==> config.mk <==
export PLATFORM = sky130hd
export DESIGN_NAME = alu_acc_seq
export DESIGN_NICKNAME = d
export VERILOG_FILES = /design/src/rtl/alu_pkg.sv /design/src/rtl/alu_mul_seq.sv /design/src/rtl/alu_acc_seq.sv
export SDC_FILE = /design/constraint.sdc
export NUM_CORES = 1
export LEC_CHECK = 0
export ABC_AREA = 1
export BUFFER_PORTS_ARGS = -buffer_cell sky130_fd_sc_hd__buf_2
export CORE_ASPECT_RATIO = 1.4
export CORE_MARGIN = 2
export CORE_UTILIZATION = 45
export CTS_CLUSTER_SIZE = 20
export DETAILED_ROUTE_END_ITERATION = 7
export GPL_TIMING_DRIVEN = 0
export PLACE_DENSITY = 0.75
export SLEW_MARGIN = 20
export SYNTH_ARGS = -nofsm -noshare
export SYNTH_HDL_FRONTEND = slang
export SYNTH_HIERARCHICAL = 1
export SYNTH_SLANG_ARGS = --single-unit
==> constraint.sdc <==
create_clock -name clk -period 3.7 [get_ports clk]
set_input_delay 0.555 -clock clk [delete_from_list [all_inputs] [get_ports clk]]
set_output_delay 0.555 -clock clk [all_outputs]
set_load 0.01 [all_outputs]
==> src/rtl/alu_pkg.sv <==
// alu_pkg: opcodes, FSM states and the multiply opcode shared by the accumulator ALU.
package alu_pkg;
  typedef enum logic [3:0] {
    OP_ADD = 4'd0, OP_SUB = 4'd1, OP_AND = 4'd2, OP_OR = 4'd3,
    OP_XOR = 4'd4, OP_NOT = 4'd5, OP_MOV = 4'd6, OP_ADC = 4'd7,
    OP_SBB = 4'd8, OP_SHL = 4'd9, OP_SHR = 4'd10, OP_MUL = 4'd11,
    OP_NOP = 4'd12
  } op_t;
  typedef enum logic {IDLE, MUL} state_t;
  localparam logic [3:0] MUL_OP = 4'd11;
endpackage

==> src/rtl/alu_mul_seq.sv <==
// alu_mul_seq: WIDTH-cycle shift-add multiplier; prod is valid combinationally while done is high.
module alu_mul_seq #(parameter int WIDTH = 8) (
  input  logic                 clk,
  input  logic                 rst_n,
  input  logic                 start,
  input  logic [WIDTH-1:0]     a,
  input  logic [WIDTH-1:0]     b,
  output logic                 done,
  output logic [2*WIDTH-1:0]   prod
);
  localparam int CW = $clog2(WIDTH + 1);
  logic [2*WIDTH-1:0] mc, p;
  logic [WIDTH-1:0]   mp;
  logic [CW-1:0]      cnt;
  assign prod = p + (mp[0] ? mc : '0);
  assign done = cnt == CW'(1);
  always_ff @(posedge clk) begin
    if (!rst_n) begin
      p   <= '0;
      mc  <= '0;
      mp  <= '0;
      cnt <= '0;
    end else if (start) begin
      p   <= '0;
      mc  <= {{WIDTH{1'b0}}, a};
      mp  <= b;
      cnt <= CW'(WIDTH);
    end else if (cnt != '0) begin
      p   <= prod;
      mc  <= mc << 1;
      mp  <= mp >> 1;
      cnt <= cnt - 1'b1;
    end
  end
endmodule

==> src/rtl/alu_acc_seq.sv <==
// alu_acc_seq: registered accumulator ALU with carry/zero flags and valid/ready command input.
// Define ALU_MUL_EN to add the multi-cycle shift-add MUL; otherwise opcode 11 is a NOP.
module alu_acc_seq
  import alu_pkg::*;
#(parameter int WIDTH = 8) (
  input  logic             clk,
  input  logic             rst_n,
  input  logic             in_valid,
  output logic             in_ready,
  input  logic [3:0]       op,
  input  logic [WIDTH-1:0] r,
  output logic [WIDTH-1:0] acc,
  output logic             cy,
  output logic             z,
  output logic             done,
  output logic             busy
);
  state_t state;
  logic accept, wr, we, mul_start, mul_fin;
  logic [WIDTH:0] ext, res;
  assign in_ready = state == IDLE;
  assign accept = in_valid && in_ready;
  // ext is {carry, result}; bit WIDTH doubles as borrow for the subtracting ops
  always_comb begin
    ext = {cy, acc};
    wr  = 1'b1;
    case (op_t'(op))
      OP_ADD:  ext = {1'b0, acc} + {1'b0, r};
      OP_SUB:  ext = {1'b0, acc} - {1'b0, r};
      OP_AND:  ext = {1'b0, acc & r};
      OP_OR:   ext = {1'b0, acc | r};
      OP_XOR:  ext = {1'b0, acc ^ r};
      OP_NOT:  ext = {1'b0, ~acc};
      OP_MOV:  ext = {cy, r};
      OP_ADC:  ext = {1'b0, acc} + {1'b0, r} + (WIDTH+1)'(cy);
      OP_SBB:  ext = {1'b0, acc} - {1'b0, r} - (WIDTH+1)'(cy);
      OP_SHL:  ext = {acc, cy};
      OP_SHR:  ext = {acc[0], cy, acc[WIDTH-1:1]};
      default: wr = 1'b0;
    endcase
  end
`ifdef ALU_MUL_EN
  logic [2*WIDTH-1:0] prod;
  assign busy = state == MUL;
  assign mul_start = accept && op == MUL_OP;
  alu_mul_seq #(.WIDTH(WIDTH)) u_mul (
    .clk(clk), .rst_n(rst_n), .start(mul_start), .a(acc), .b(r), .done(mul_fin), .prod(prod)
  );
  assign res = mul_fin ? {|prod[2*WIDTH-1:WIDTH], prod[WIDTH-1:0]} : ext;
  assign we = mul_fin || (accept && wr);
`else
  assign busy = 1'b0;
  assign mul_start = 1'b0;
  assign mul_fin = 1'b0;
  assign res = ext;
  assign we = accept && wr;
`endif
  always_ff @(posedge clk) begin
    if (!rst_n) begin
      acc   <= '0;
      cy    <= 1'b0;
      z     <= 1'b1;
      done  <= 1'b0;
      state <= IDLE;
    end else begin
      done  <= (accept && !mul_start) || mul_fin;
      state <= mul_start ? MUL : mul_fin ? IDLE : state;
      if (we) begin
        acc <= res[WIDTH-1:0];
        cy  <= res[WIDTH];
        z   <= res[WIDTH-1:0] == '0;
      end
    end
  end
endmodule

==> results by group, run 1 <==
Clock network
  • Hold Buf Count CTS: 0
  • Number of post-CTS setup repair buffers: 0
  • CTS H-Tree Depth: 1
  • Max Root-Sink Buffers: 2
  • Post_cts resized: 0
  • Sink Count: 11
  • Later-pin clock latency in the skew report: 0.23 ns
  • CTS buffer count: 3
  • Root Buffer: clkbuf_8
  • CTS tree: built
  • Clock-pin slew on the worst setup and hold paths: 0.05 ns

Cells and area
  • Multi-input logic area: 0.00207 mm^2
  • Register area: 220 um^2
  • Diode count: 0
  • Synth-to-layout area growth: 9.79%
  • Most frequent cells in the layout: 165 x nand2_1, 72 x inv_1, 65 x nor2_1, 63 x nand3_1, 29 x ha_1
  • Most common library cell in the layout ignoring fill and taps: nand2_1
  • Fin nets: 573
  • Filler Cells Inserted: 624
  • Share of cells above drive strength 1: 10.6%

Critical path
  • Reg-to-Reg Start: acc[0]
  • Crit-path max FO: 5
  • Crit path launch: acc[0]
  • Top cell by count, worst path: nand3_1
  • Crit path DAT: 2.86 ns
  • Critical path's largest stage delay: 0.54 ns
  • CP endpoint kind: register
  • Critical Path, Cell by Cell: inv_1 > ha_1 > fa_1 > ha_1 > inv_1 > nor2_1 > nand3_1 > nor2_2 > nand2_1 > nor2_2 > nand3_1 > nand3_1 > nand3_1 > nand2_1 > inv_1
  • WP data required: 3.83 ns
  • Crit path launch type: register
  • CP max-delay cell: fa_1
  • CP Class: reg2reg
  • CP delay by family, top: simple AND/OR/NAND/NOR gates
  • Worst path buffer plus inverter count: 3

Power
  • VDD IR max: 213 uV
  • Internal power: 338 uW
  • Pwr dens: 231 mW/mm^2
  • Pleak: 1.62 nW
  • Seq pwr share: 21.7%
  • Comb pwr share: 60.9%
  • Net switching power: 330 uW
  • Switch share: 49.4%
  • Clock Power Share: 17.4%

Timing
  • Setup violators final: 0
  • Final TNS setup: 0 ns
  • Worst slew pin tran: 0.577 ns
  • Clk_skew: 0.00311 ns
  • Max-slew violations: 0
  • RSZ-0062 raised after global routing: no
  • Final hold viol count: 0
  • Worst rel slew slack: 61.4%
  • PnR worst setup slack: 0.977 ns
  • Fin crit share: 73.6%
  • Min Clock Period, post-route: 2.72 ns
  • Max Fclk: 367 MHz

Synth
  • Synth Instances: 497
  • Unique masters post-synth: 34
  • Synthesized Nets: 543
  • Flop and latch count out of synthesis: 11
  • Synth warn: 6
  • Register area share after synthesis: 8.37%
  • Synthesized area: 0.00263 mm^2
  • Avg Inst Size Synth: 5.30 um^2

Drt
  • Iter 0 DRT Violations: 235
  • Vias per inst: 5.40
  • DRC: 0
  • Detailed Route WL: 8.39 mm
  • Wire per inst: 14.1 um
  • Drt pass-1 iters: 5
  • Vias: 3219
  • Post-route ant nets: 0

Run
  • Max_cap viols: 0

Floorplanning
  • IO Pins: 28
  • Core area: 0.00574 mm^2
  • Row count: 33
  • Initial Utilization: 45.9%
  • Full die area: 0.00649 mm^2
  • Die height: 94.5 um
  • Die Width: 68.6 um

Global routing
  • Pin count of the biggest net entering global routing: 11
  • GRT Resource Usage Total: 27.3%
  • Grt total ovfl: 0
  • Initial antenna violation count: 0
  • First-pass GRT wire length: 13.4 mm
  • Number of global-route vias before repair: 3006

Worst hold path
  • Worst hold start: z
  • Type of the most critical hold path: reg2reg

Place
  • Gpl congestion: 0.961
  • DP Worst Slack: 0.814 ns
  • HPWL after detailed placement: 7.08 mm
  • Count of buffers inserted at the top-level ports: 25

Status
  • Status: completed
==> final timing paths <==
kind / endpoint / slack [ns] / depth (start not counted)
setup / recovery: cy / 0.98 / 15
hold / removal: z / 0.46 / 2
setup reg to reg: cy / 0.98 / 15
hold reg to reg: z / 0.46 / 2
==> stage by stage <==
| step | hold slack [ns] | power, mW | util, % | instances | area (um^2) |
|---|---|---|---|---|---|
| after floorplan | 0.512 | 0.441 | - | 497 | 2630 |
| after global placement | 0.450 | 0.536 | 49.6 | 592 | 2850 |
| after detailed placement | 0.450 | 0.547 | 49.6 | 592 | 2850 |
| after CTS | 0.464 | 0.668 | 50.4 | 596 | 2890 |
| after global routing | 0.479 | 0.729 | 50.4 | 596 | 2890 |
| final | 0.460 | 0.668 | 50.4 | 596 | 2890 |
==> sequential cells by signal, indices dropped and copies added, names as in the netlist <==
register	count
acc	8
cy	1
done	1
z	1
==> cell type report <==
type	count	area share (%)
plain buffers	7	2.08
clock buffers	4	1.56
inverters	74	9.70
multi-input cells	405	71.7
flip-flops and latches	11	7.62
well taps	70	3.03
repair buffers	25	4.33
==> layer usage <==
| layer | part of all wire, % | vias to the layer above | GRT usage (%) |
|---|---|---|---|
| met4 | 6.6 | 0 | 18.8 |
| met5 | 0 | - | 0 |
| li1 | - | 1634 | - |
| met3 | 5.2 | 41 | 1.19 |
| met2 | 50 | 139 | 48.2 |
| met1 | 38 | 1405 | 30.2 |
==> logic make-up (layout without fill, tap and decap cells) <==
family	after synthesis	in the layout	share of synthesized area (%)
AOI/OAI and AO/OA	46	46	10.5
adders and majority gates	31	31	15.3
buffers and inverters	81	110	12.9
DFF	11	11	8.36
other	2	2	0.285
and+or+nand+nor	326	326	52.7
==> worst min-delay path: stages, from the launching register on <==
cell and delay, ns:
dfxtp_1 0.32, a21oi_1 0.06, nand2_1 0.05
==> synthesized netlist by cell type (all sizes together) <==
cell	n	share of area (%)
buf	6	2.1
or2	2	0.48
o21bai	2	0.57
nand4	10	2.4
o221ai	1	0.33
dfxtp	11	8.4
nand3	64	12
clkbuf	1	0.14
a21o	1	0.29
o21ai	15	2.9
nor2	71	11
ha	29	14
a21oi	18	4.1
nand3b	1	0.29
conb	2	0.29
inv	74	11
and2	1	0.24
a211oi	1	0.29
o22ai	6	1.4
o211ai	1	0.29
nand2	174	26
fa	2	1.5
nor3	3	0.57
o21a	1	0.29
==> power groups by stage <==
stage | Sequential, mW | Clock (mW) | Combinational (mW)
final | 0.145 | 0.116 | 0.407
after global routing | 0.147 | 0.127 | 0.456
after global placement | 0.146 | 0 | 0.389
after detailed placement | 0.147 | 0 | 0.400
after floorplan | 0.148 | 0 | 0.294
after CTS | 0.145 | 0.122 | 0.401
(Power assumes the default switching activity.)
==> run 2: changes to the inputs <==
- PLACE_DENSITY: 0.75 -> 0.77
- clock period: 3.7 -> 2.35 ns (I/O delays scaled with it)
==> run 2 against run 1 <==
  * The run now ends with negative setup slack left
  * Worst setup slack worse by 1.1 ns
  * Clock skew shrank 0.0019 ns
  * Via count is 5.9% higher
  * Count of clock-buffer cells in the layout did not move
  * Fmax up 8.7%
  * Core utilization is 6.6 points higher
  * Clock power rose by 65%
  * Register-to-register slack worse by 1.1 ns
  * Hold slack worse by 0.13 ns
  * Die area is the same
  * Critical endpoint is now z
  * Largest power group unchanged
==> results by group, run 2 (synthesized netlist as in run 1, its figures left out) <==
Status
  • Status: finished, violations left
  • Violated checks: negative setup slack

Critical path
  • Reg-to-Reg Start: acc[1]
  • Critical path's largest stage delay: 0.52 ns (-0.02 ns)
  • CP endpoint kind: register
  • CP max-delay cell: fa_2
  • WP data required: 2.54 ns (-1.29 ns)
  • Crit path DAT: 2.69 ns (-0.17 ns)
  • Top cell by count, worst path: nand2_1
  • CP Class: reg2reg
  • Crit-path max FO: 7 (+2)
  • Crit path launch type: register
  • Crit path launch: acc[1]
  • Critical Path, Cell by Cell: clkinvlp_4 > fa_2 > ha_4 > inv_1 > nand2_1 > nand2_1 > nor2_1 > nand2_1 > nor2_2 > nand2_1 > nor2_1 > nand3_1 > nor2_1 > nand3_1 > nand2_1

Drt
  • Iter 0 DRT Violations: 215 (-8.5%)
  • Vias per inst: 5.58 (+3.3%)
  • Post-route ant nets: 0 (unchanged)
  • Vias: 3409 (+5.9%)
  • Detailed Route WL: 9.23 mm (+10%)
  • DRC: 0 (unchanged)
  • Wire per inst: 15.1 um (+7.4%)
  • Drt pass-1 iters: 5 (unchanged)

Timing
  • Final hold slack: 0.327 ns (-0.133 ns)
  • Setup violators final: 3 (+3)
  • RSZ-0062 raised after global routing: yes
  • Worst slew pin tran: 0.584 ns (+0.00712 ns)
  • Worst rel slew slack: 60.9% (-0.48 points)
  • Max Fclk: 399 MHz (+8.7%)
  • PnR worst setup slack: -0.155 ns (-1.13 ns)
  • Clk_skew: 0.00119 ns (-0.00193 ns)
  • Final hold viol count: 0 (unchanged)
  • Max-slew violations: 0 (unchanged)
  • Min Clock Period, post-route: 2.51 ns (-0.218 ns)
  • Fin crit share: 107% (+33 points)

Cells and area
  • Synth-to-layout area growth: 24.1%
  • Diode count: 0 (unchanged)
  • Largest Register: acc
  • Max reg flops: 8 (unchanged)
  • Fin nets: 588 (+2.6%)
  • Share of cells above drive strength 1: 22.4% (+12 points)
  • Most frequent cells in the layout: 159 x nand2_1, 66 x inv_1, 55 x nor2_1, 52 x nand3_1, 25 x buf_2
  • Most common library cell in the layout ignoring fill and taps: nand2_1

Global routing
  • GRT Resource Usage Total: 29.2% (+1.8 points)
  • Grt total ovfl: 0 (unchanged)
  • Number of global-route vias before repair: 3209 (+6.8%)
  • Pin count of the biggest net entering global routing: 11 (unchanged)
  • Initial antenna violation count: 0 (unchanged)
  • First-pass GRT wire length: 14.2 mm (+5.9%)

Power
  • Pwr dens: 367 mW/mm^2 (+59%)
  • Internal power: 604 uW (+79%)
  • Clock Power Share: 15.9% (-1.5 points)
  • VDD IR max: 335 uV (+57%)
  • Net switching power: 596 uW (+81%)
  • Pleak: 1.71 nW (+5.9%)
  • Comb pwr share: 64.8% (+3.9 points)
  • Switch share: 49.7% (+0.28 points)
  • Seq pwr share: 19.3% (-2.4 points)

Place
  • Gpl congestion: 0.953 (-0.86%)
  • Count of buffers inserted at the top-level ports: 25 (unchanged)
  • HPWL after detailed placement: 7.00 mm (-1.2%)
  • DP Worst Slack: -0.351 ns (-1.17 ns)

Floorplanning
  • Full die area: 0.00649 mm^2 (unchanged)
  • Row count: 33 (unchanged)
  • Core area: 0.00574 mm^2 (unchanged)
  • Initial Utilization: 45.9% (unchanged)
  • Die height: 94.5 um (unchanged)
  • Die Width: 68.6 um (unchanged)
  • IO Pins: 28 (unchanged)

Worst hold path
  • Worst hold start: in_valid
  • Type of the most critical hold path: in2reg

Clock network
  • Root Buffer: clkbuf_8
  • Hold Buf Count CTS: 0 (unchanged)
  • Clock-pin slew on the worst setup and hold paths: 0.05 ns (about the same)
  • CTS tree: built
  • CTS buffer count: 3 (unchanged)
  • CTS H-Tree Depth: 1 (unchanged)
  • Sink Count: 11 (unchanged)
  • Max Root-Sink Buffers: 2 (unchanged)
  • Later-pin clock latency in the skew report: 0.24 ns (about the same)

Run
  • Max_cap viols: 0 (unchanged)
-- run 2: changes by cell type in the layout (fill, tap and decap cells not counted), sizes merged --
cell      change
buf          +15
inv           -1
clkinvlp      +1
-- run 2: timing repair --
action / CTS / global route
pin swaps: 26 / 17
setup buffers: 10 / 5
setup endpoints to repair: 6 / 7
gates resized for setup: 40 / 32
-- run 2: critical path: cells and delay by family, from the launching register on --
family	cells	cell delay, ns
flops	1	0.40
simple gates	11	1.06
buf+inv	2	0.20
fa+ha+maj	2	0.80
-- run 2: cell type report --
type / instances / area, um^2
Tap cell: 70 / 87.6
Sequential cell: 11 / 236
Inverter: 74 / 289
Multi-Input combinational cell: 405 / 2300
Buffer: 7 / 60.1
Timing Repair Buffer: 40 / 249
Clock buffer: 4 / 45.0
Fill cell: 559 / 2470
-- run 2: stage by stage --
stage	std cells	total power, mW	util, %	cell area [um^2]	TNS [ns]
after global routing	611	1.29	56.9	3270	-0.782
after detailed placement	592	0.856	49.6	2850	-1.44
final	611	1.20	56.9	3270	-0.231
after floorplan	497	0.695	-	2630	0
after global placement	592	0.842	49.6	2850	-1.17
after CTS	606	1.12	54.0	3100	-0.115
-- run 2: per-layer routing --
layer / vias to the layer above / track usage (%) / part of all wire (%)
li1: 1660 / - / -
met1: 1519 / 31.8 / 36
met2: 162 / 50.1 / 50
met3: 68 / 1.43 / 5.1
met4: 0 / 23.8 / 8.6
met5: - / 0 / 0
-- run 2: path summary, 6_finish.rpt --
kind,to,slack (ns),cells past startpoint
max,z,-0.16,15
min,done,0.33,3
max reg2reg,z,-0.16,15
min reg2reg,z,0.45,2
-- run 2: power by group through the flow --
stage / clock (mW) / sequential (mW) / combinational [mW]
3_5_place_dp: 0 / 0.232 / 0.624
3_3_place_gp: 0 / 0.230 / 0.612
6_report: 0.191 / 0.231 / 0.778
5_1_grt: 0.203 / 0.233 / 0.855
4_1_cts: 0.198 / 0.230 / 0.688
2_1_floorplan: 0 / 0.232 / 0.463
